### config.mk
export PLATFORM = sky130hd
export DESIGN_NAME = uart_rx
export DESIGN_NICKNAME = d
export VERILOG_FILES = /design/src/rtl/uart_rx.sv
export SDC_FILE = /design/constraint.sdc
export NUM_CORES = 1
export LEC_CHECK = 0
export ABC_AREA = 1
export CAP_MARGIN = 10
export CORE_MARGIN = 1
export CORE_UTILIZATION = 55
export DETAILED_ROUTE_END_ITERATION = 7
export HOLD_SLACK_MARGIN = 0.06
export PLACE_DENSITY = 0.77
export SLEW_MARGIN = 15
export SYNTH_ARGS = -nofsm -noshare
export SYNTH_HDL_FRONTEND = slang
export SYNTH_SLANG_ARGS = --single-unit
### constraint.sdc
create_clock -name clk -period 2.8 [get_ports clk]
set_input_delay 0.56 -clock clk [delete_from_list [all_inputs] [get_ports clk]]
set_output_delay 0.56 -clock clk [all_outputs]
set_load 0.02 [all_outputs]
### src/rtl/uart_rx.sv
// rtl/uart_rx.sv - UART receiver with single-entry stream output; UART_RX_PARITY_EN adds even-parity checking
module uart_rx #(
    parameter int DATA_WIDTH = 8
) (
    input  logic                  clk,
    input  logic                  rst,
    input  logic                  rxd,
    output logic [DATA_WIDTH-1:0] m_axis_tdata,
    output logic                  m_axis_tvalid,
    input  logic                  m_axis_tready,
    output logic                  busy,
    output logic                  overrun_error,
    output logic                  frame_error,
    output logic                  parity_error,
    input  logic [15:0]           prescale
);

    localparam int BW = $clog2(DATA_WIDTH + 1);

`ifdef UART_RX_PARITY_EN
    typedef enum logic [2:0] {IDLE, START, DATA, PARITY, STOP} state_t;
`else
    typedef enum logic [2:0] {IDLE, START, DATA, STOP} state_t;
`endif

    state_t                state, state_next;
    logic                  rxd_meta, rxd_sync;
    logic [15:0]           prescale_eff, prescale_q;
    logic [18:0]           cnt, half_load, full_load;
    logic [BW-1:0]         bit_cnt;
    logic [DATA_WIDTH-1:0] shift;
    logic                  expire, last_bit, frame_done, par_fail;
`ifdef UART_RX_PARITY_EN
    logic                  parity_bit;
`endif

    assign prescale_eff = (prescale == 16'd0) ? 16'd1 : prescale;
    // Half-bit load uses the live input since prescale_q is captured on the same edge.
    assign half_load    = {1'b0, prescale_eff, 2'b00} - 19'd1;
    assign full_load    = {prescale_q, 3'b000} - 19'd1;
    assign expire       = (cnt == 19'd0);
    assign last_bit     = (bit_cnt == BW'(DATA_WIDTH - 1));
    assign frame_done   = (state == STOP) && expire;

`ifdef UART_RX_PARITY_EN
    assign par_fail = ^{shift, parity_bit};
`else
    assign par_fail = 1'b0;
`endif

    always_ff @(posedge clk) begin
        if (rst) begin
            rxd_meta <= 1'b1;
            rxd_sync <= 1'b1;
        end else begin
            rxd_meta <= rxd;
            rxd_sync <= rxd_meta;
        end
    end

    always_ff @(posedge clk) begin
        if (rst) begin
            state <= IDLE;
        end else begin
            state <= state_next;
        end
    end

    always_comb begin
        state_next = state;
        case (state)
            IDLE:   if (!rxd_sync) state_next = START;
            START:  if (expire) state_next = rxd_sync ? IDLE : DATA;
`ifdef UART_RX_PARITY_EN
            DATA:   if (expire && last_bit) state_next = PARITY;
            PARITY: if (expire) state_next = STOP;
`else
            DATA:   if (expire && last_bit) state_next = STOP;
`endif
            STOP:   if (expire) state_next = IDLE;
            default: state_next = IDLE;
        endcase
    end

    always_comb begin
        busy = (state != IDLE);
    end

    always_ff @(posedge clk) begin
        if (rst) begin
            prescale_q <= 16'd0;
            cnt        <= 19'd0;
            bit_cnt    <= '0;
            shift      <= '0;
`ifdef UART_RX_PARITY_EN
            parity_bit <= 1'b0;
`endif
        end else if (state == IDLE) begin
            if (!rxd_sync) begin
                prescale_q <= prescale_eff;
                cnt        <= half_load;
                bit_cnt    <= '0;
            end
        end else if (!expire) begin
            cnt <= cnt - 19'd1;
        end else begin
            cnt <= full_load;
            if (state == DATA) begin
                shift   <= {rxd_sync, shift[DATA_WIDTH-1:1]};
                bit_cnt <= bit_cnt + 1'b1;
            end
`ifdef UART_RX_PARITY_EN
            if (state == PARITY) begin
                parity_bit <= rxd_sync;
            end
`endif
        end
    end

    always_ff @(posedge clk) begin
        if (rst) begin
            m_axis_tdata  <= '0;
            m_axis_tvalid <= 1'b0;
            overrun_error <= 1'b0;
            frame_error   <= 1'b0;
            parity_error  <= 1'b0;
        end else begin
            overrun_error <= 1'b0;
            frame_error   <= frame_done && !rxd_sync;
            parity_error  <= frame_done && par_fail;
            if (m_axis_tvalid && m_axis_tready) begin
                m_axis_tvalid <= 1'b0;
            end
            // A byte accepted on this edge frees the slot for the arriving one.
            if (frame_done && rxd_sync && !par_fail) begin
                if (!m_axis_tvalid || m_axis_tready) begin
                    m_axis_tdata  <= shift;
                    m_axis_tvalid <= 1'b1;
                end else begin
                    overrun_error <= 1'b1;
                end
            end
        end
    end

endmodule

[After elaboration in Yosys (flattened, before gate mapping)]
Index checks and enable logic that the tools add are counted.
Word-level totals
  bits in registers: 63
  latch bits: 0
  RAM bits: 0
  bits in read-only memories: 0
  input port bits: 20
  output and inout bits: 13
  word-level logic and storage cells: 64
  memories: 0
Operators by class
  add/subtract/negate cells: 4
  $mul: 0
  div/mod/pow operators: 0
  order comparisons: 0
  eq/ne operators: 8
  shift operators: 0
  multiplexer cells: 18
  bitwise logic cells: 3
  reduce and logical (&&, ||, !) cells: 20
Operator list (number)
  $mux W19: 3
  $sub A19 B1 Y19 const B: 2
  $logic_not A19 Y1: 1
  $sub A18 B1 Y19 const B: 1
  $logic_not A16 Y1: 1
  $mux W16: 1
  $mux W4: 4
  $mux W3: 4
  $pmux W3 S4: 1
  $ne A2 B2 Y1 const B: 4
  $eq A3 B2 Y1 const B: 2
  $reduce_and A3 Y1: 2
  $logic_and A1 B1 Y1: 5
  $add A4 B1 Y4 const B: 1
  $eq A4 B3 Y1 const B: 1
  $mux W1: 4
  $reduce_and A2 Y1: 2
  $reduce_and A4 Y1: 1
  $reduce_bool A2 Y1: 2
  $eq A3 B1 Y1 const B: 1
  $logic_not A3 Y1: 1
  $not A1 Y1: 3
  $reduce_bool A3 Y1: 1
  $logic_not A1 Y1: 2
  other kinds (3): 3

[Longest topological paths before layout]
Gate-level depths: netlist (run 1).
  depth after elaboration: 5
  depth in mapped cells: 17
  depth with buffers taken out: 17

[Worst setup path after synthesis (run 1)]
No wires, ideal clock.
  path kind: in2reg
  from: input prescale[2]
  to: register cnt[12]
  library setup time: 0.117 ns
  data arrival time: 2.046 ns
  data required time: 2.683 ns
  setup slack: 0.637 ns
  stages on the path: 15
  buffers on the path: 0
  cell sequence: nor2_1 nand3_1 nor2_1 nand2_1 nand2_1 inv_1 ha_1 nand2_1 nor2_1 nand2_1 a21oi_1 o21ai_0 nand2_1 a21oi_1 nor2_1
On the way
  longest elaborated chain between the ends: 5
Ends and longest elaborated chain
  from (decl): line 15  | input logic [15:0] prescale
  $logic_not A16 Y1: line 37  | assign prescale_eff = (prescale == 16'd0) ? 16'd1 : prescale;
  $mux W16 (*): line 37
  $sub A18 B1 Y19 (*): line 39  | assign half_load = {1'b0, prescale_eff, 2'b00} - 19'd1;
  $mux W19 (*): line 99  | if (!rxd_sync) begin
  $mux W19 (*): line 98  | end else if (state == IDLE) begin
  to (signal assigned): line 101  | cnt <= half_load;
  to (signal assigned): line 105  | cnt <= cnt - 19'd1;
  to (signal assigned): line 107  | cnt <= full_load;
  to (decl): line 29  | logic [18:0] cnt, half_load, full_load;
Mark *: on every way between the ends. The rest lies on a longest branch, timed or not. The select of a mux whose other input is x is not followed.
A chain may end at the register's enable or synchronous reset.

[Final worst setup path (run 1)]
  from: input prescale[14]
  to: register cnt[12]
On the way
  longest elaborated chain between the ends: 5
Ends and longest elaborated chain (line)
  $logic_not A16 Y1: 37
  $mux W16: 37
  $sub A18 B1 Y19: 39
  $mux W19: 99
  $mux W19: 98
No other way between the ends. The select of a mux whose other input is x is not followed.

==> impl_metrics.ini, run 1 <==
[outcome]
status = finished, final reports clean

[critical_path]
required_ns = 3.04
path_max_fanout = 6
worstPathArrival_ns = 2.75
start_kind = input port
end_kind = register
path_class = input port to register

[pwr]
finalPower_mw = 2.31
powerDensity_nw_per_um2 = 527
p_leak_nw = 1.95
vdd_drop_max_mv = 0.404

[global_route]
grt_pass1_vias = 3482
antenna_found_initial = 0
grt_max_degree = 28
grt_overflow = 0
track_usage_pct = 29.7
grt_pass1_wl_mm = 16.5

[cts]
clock_latency_ns = 0.35
clkTransAtPathRegs_ns = 0.07
root_buffer = clkbuf_8
htree_levels = 3
tritoncts = built
postCtsSetupBuffers = 0
numCtsBuffers = 9
cts.sink_count = 62
clockBufferDepth = 2
cts_resized = 0
postCtsHoldBufs = 0

[layout]
syn_to_final_growth_pct = 18.6
layout-drive-gt1-share_pct = 9.90
final_cells = 703
fin_nets = 645
diodes = 0

[timing]
finalCritPeriodShare_pct = 89.6
finalCriticalPeriod_ns = 2.51
slew_headroom_pct = 60.5
setup_viol = 0
clock_skew_ns = 0.0142
hold_viol = 0
slew_violations = 0
rsz0062_at_grt = false
worst_pin_slew_ns = 0.591
max_freq_ghz = 0.399

[die]
core_sq_um = 6420
ios = 33
chipHeight_microns = 84.0
die_w_microns = 84.0
start_util_pct = 57.5
rows = 29
die_area_sq_um = 7050

[detailed_routing]
drt_first_pass_iters = 5
wl_met1_mm = 4.47
maxUsedRoutingLayer = met4
first_iter_violations = 357
num_vias = 3876
detail-route-antenna-nets = 0
wl_met2_mm = 4.63
post-route-drc-count = 0
totalWireLength_mm = 10.1
post_drt_wl_per_cell_microns = 14.3
via_per_inst = 5.51
wl_met3_microns = 783

[synth]
syn_area_sq_um = 3690
syn_area_per_cell_sq_um = 6.49
synth_top_area_share_pct = 33.6
ys_seq_elements = 62
synthFlopType = dfxtp_1
yosys.area.top_type = dfxtp_1
yosysSeqAreaShare_pct = 33.6
synth_edf_count = 0
synth.distinct_cells = 34
synthArstFlopShare_pct = 0
synth_cells = 569
synth_warnings = 0
yosys-top-cells-area = dfxtp_1 (34%), nand2_1 (12%), nor2_1 (9.5%)
synthesis.nets = 593

[placed_design]
hpwl_mm = 7.53
place.gp.congestion = 0.960
placedCellCount = 687
port_buffers = 31

[min_path]
hold_class = register to register

[run]
maxCapViolations = 0
==> critical path, cell delays in order <==
cell and delay, ns:
clkdlybuf4s50_1 0.50, inv_1 0.07, nand2_1 0.06, nor2_1 0.04, nand2_1 0.08, inv_1 0.05
nand2_1 0.09, nand2_1 0.09, inv_1 0.08, ha_1 0.19, nand2_1 0.08, nor2_1 0.31
nand2_1 0.13, o21ai_0 0.16, nand2_1 0.06, a21oi_1 0.13, nor2_1 0.05
==> where the power goes <==
group	total, mW	switching, mW	leakage, nW	internal, mW
Sequential	0.969	0.0462	0.504	0.923
Clock	0.711	0.389	0.0816	0.321
Combinational	0.632	0.406	1.37	0.226
Total	2.31	0.841	1.95	1.47
==> synthesized netlist by cell type (2+ instances only) <==
| master | number |
|---|---|
| nand3b_1 | 2 |
| buf_2 | 4 |
| nor2_4 | 5 |
| nor2_2 | 3 |
| nor2_1 | 94 |
| inv_2 | 3 |
| clkbuf_1 | 6 |
| o211ai_1 | 5 |
| a21oi_1 | 34 |
| nor3_1 | 4 |
| or2_2 | 2 |
| clkinv_4 | 2 |
| inv_1 | 79 |
| a31oi_1 | 3 |
| nand2_1 | 123 |
| nand3_1 | 25 |
| buf_4 | 2 |
| nand2_2 | 3 |
| nand4_1 | 12 |
| xor2_1 | 21 |
| ha_1 | 4 |
| o22ai_1 | 11 |
| dfxtp_1 | 62 |
| xnor2_1 | 6 |
| o21ai_0 | 45 |
==> flip-flops by register name, indices dropped and copies added, names as in the netlist <==
| register | flops |
|---|---|
| rxd_sync | 1 |
| prescale_q | 16 |
| cnt | 19 |
| m_axis_tvalid | 1 |
| rxd_meta | 1 |
| frame_error | 1 |
| bit_cnt | 4 |
| m_axis_tdata | 8 |
| shift | 8 |
| overrun_error | 1 |
| state | 2 |
==> cell type report <==
class	count	area, sq um
multi-input cells	411	2070
repair buffers	53	475
inverters	84	325
fillers	577	2040
flip-flops and latches	62	1240
clock inverters	7	50.0
well taps	77	96.3
clock buffers	9	124
==> layout by cell type, fill, tap and decap left out, types with 4 or more instances in the layout <==
cell type	synthesis	final
clkbuf_8	0	9
o211ai_1	5	5
a21oi_1	34	34
dfxtp_1	62	62
nand3_1	25	25
nor3_1	4	4
inv_1	79	79
xnor2_1	6	6
nand2_1	123	123
clkdlybuf4s50_1	0	31
o22ai_1	11	11
o21ai_0	45	45
buf_4	2	22
nor2_1	94	94
xor2_1	21	21
nand4_1	12	12
ha_1	4	4
nor2_4	5	5
==> layer usage <==
metal | GRT usage, % | up-vias
li1 | - | 1919
met2 | 48.0 | 181
met5 | 0 | -
met1 | 40.2 | 1754
met3 | 4.15 | 22
met4 | 10.8 | 0
==> final timing paths <==
path | start | to | slack (ns) | cells after the start
hold reg to reg | rxd_meta$_SDFF_PP1_ | rxd_sync$_SDFF_PP1_ | 0.42 | 1
setup / recovery | prescale[14] | cnt[12]$_SDFFE_PP0N_ | 0.29 | 17
setup reg to reg | cnt[0]$_SDFFE_PP0N_ | shift[6]$_SDFFE_PP0P_ | 0.71 | 11
hold / removal | rxd_meta$_SDFF_PP1_ | rxd_sync$_SDFF_PP1_ | 0.42 | 1
==> through the flow <==
step           util [%]  hold slack (ns)  setup slack (ns)  setup TNS [ns]  instance area (sq um)
2_1_floorplan         -            0.389             0.637               0                   3690
3_3_place_gp       65.5            0.392            0.0672               0                   4210
3_5_place_dp       65.5            0.400           -0.0288         -0.0714                   4210
4_1_cts            68.2            0.418             0.343               0                   4380
5_1_grt            68.2            0.451            0.0262               0                   4380
6_report           68.2            0.417             0.291               0                   4380
==> logic make-up (layout without fill, tap and decap cells) <==
group	count (synthesis)	count (layout)	share of synthesized area [%]
compound gates	99	99	14.3
other cells	1	1	0.101
flops	62	62	33.6
simple gates	280	280	33.9
xor+xnor	27	27	6.40
fa+ha+maj	4	4	1.35
buf+inv	96	153	10.4
Note: power is estimated with default switching activity, not from simulation.
==> run 2: changes to the inputs <==
--- a/config.mk
+++ b/config.mk
@@ -12,7 +12,6 @@
 export DETAILED_ROUTE_END_ITERATION = 7
 export HOLD_SLACK_MARGIN = 0.06
 export PLACE_DENSITY = 0.77
-export SLEW_MARGIN = 15
 export SYNTH_ARGS = -nofsm -noshare
 export SYNTH_HDL_FRONTEND = slang
 export SYNTH_SLANG_ARGS = --single-unit
==> results of run 2 <==
No change in the layout: final DEF, timing and power equal those of run 1.
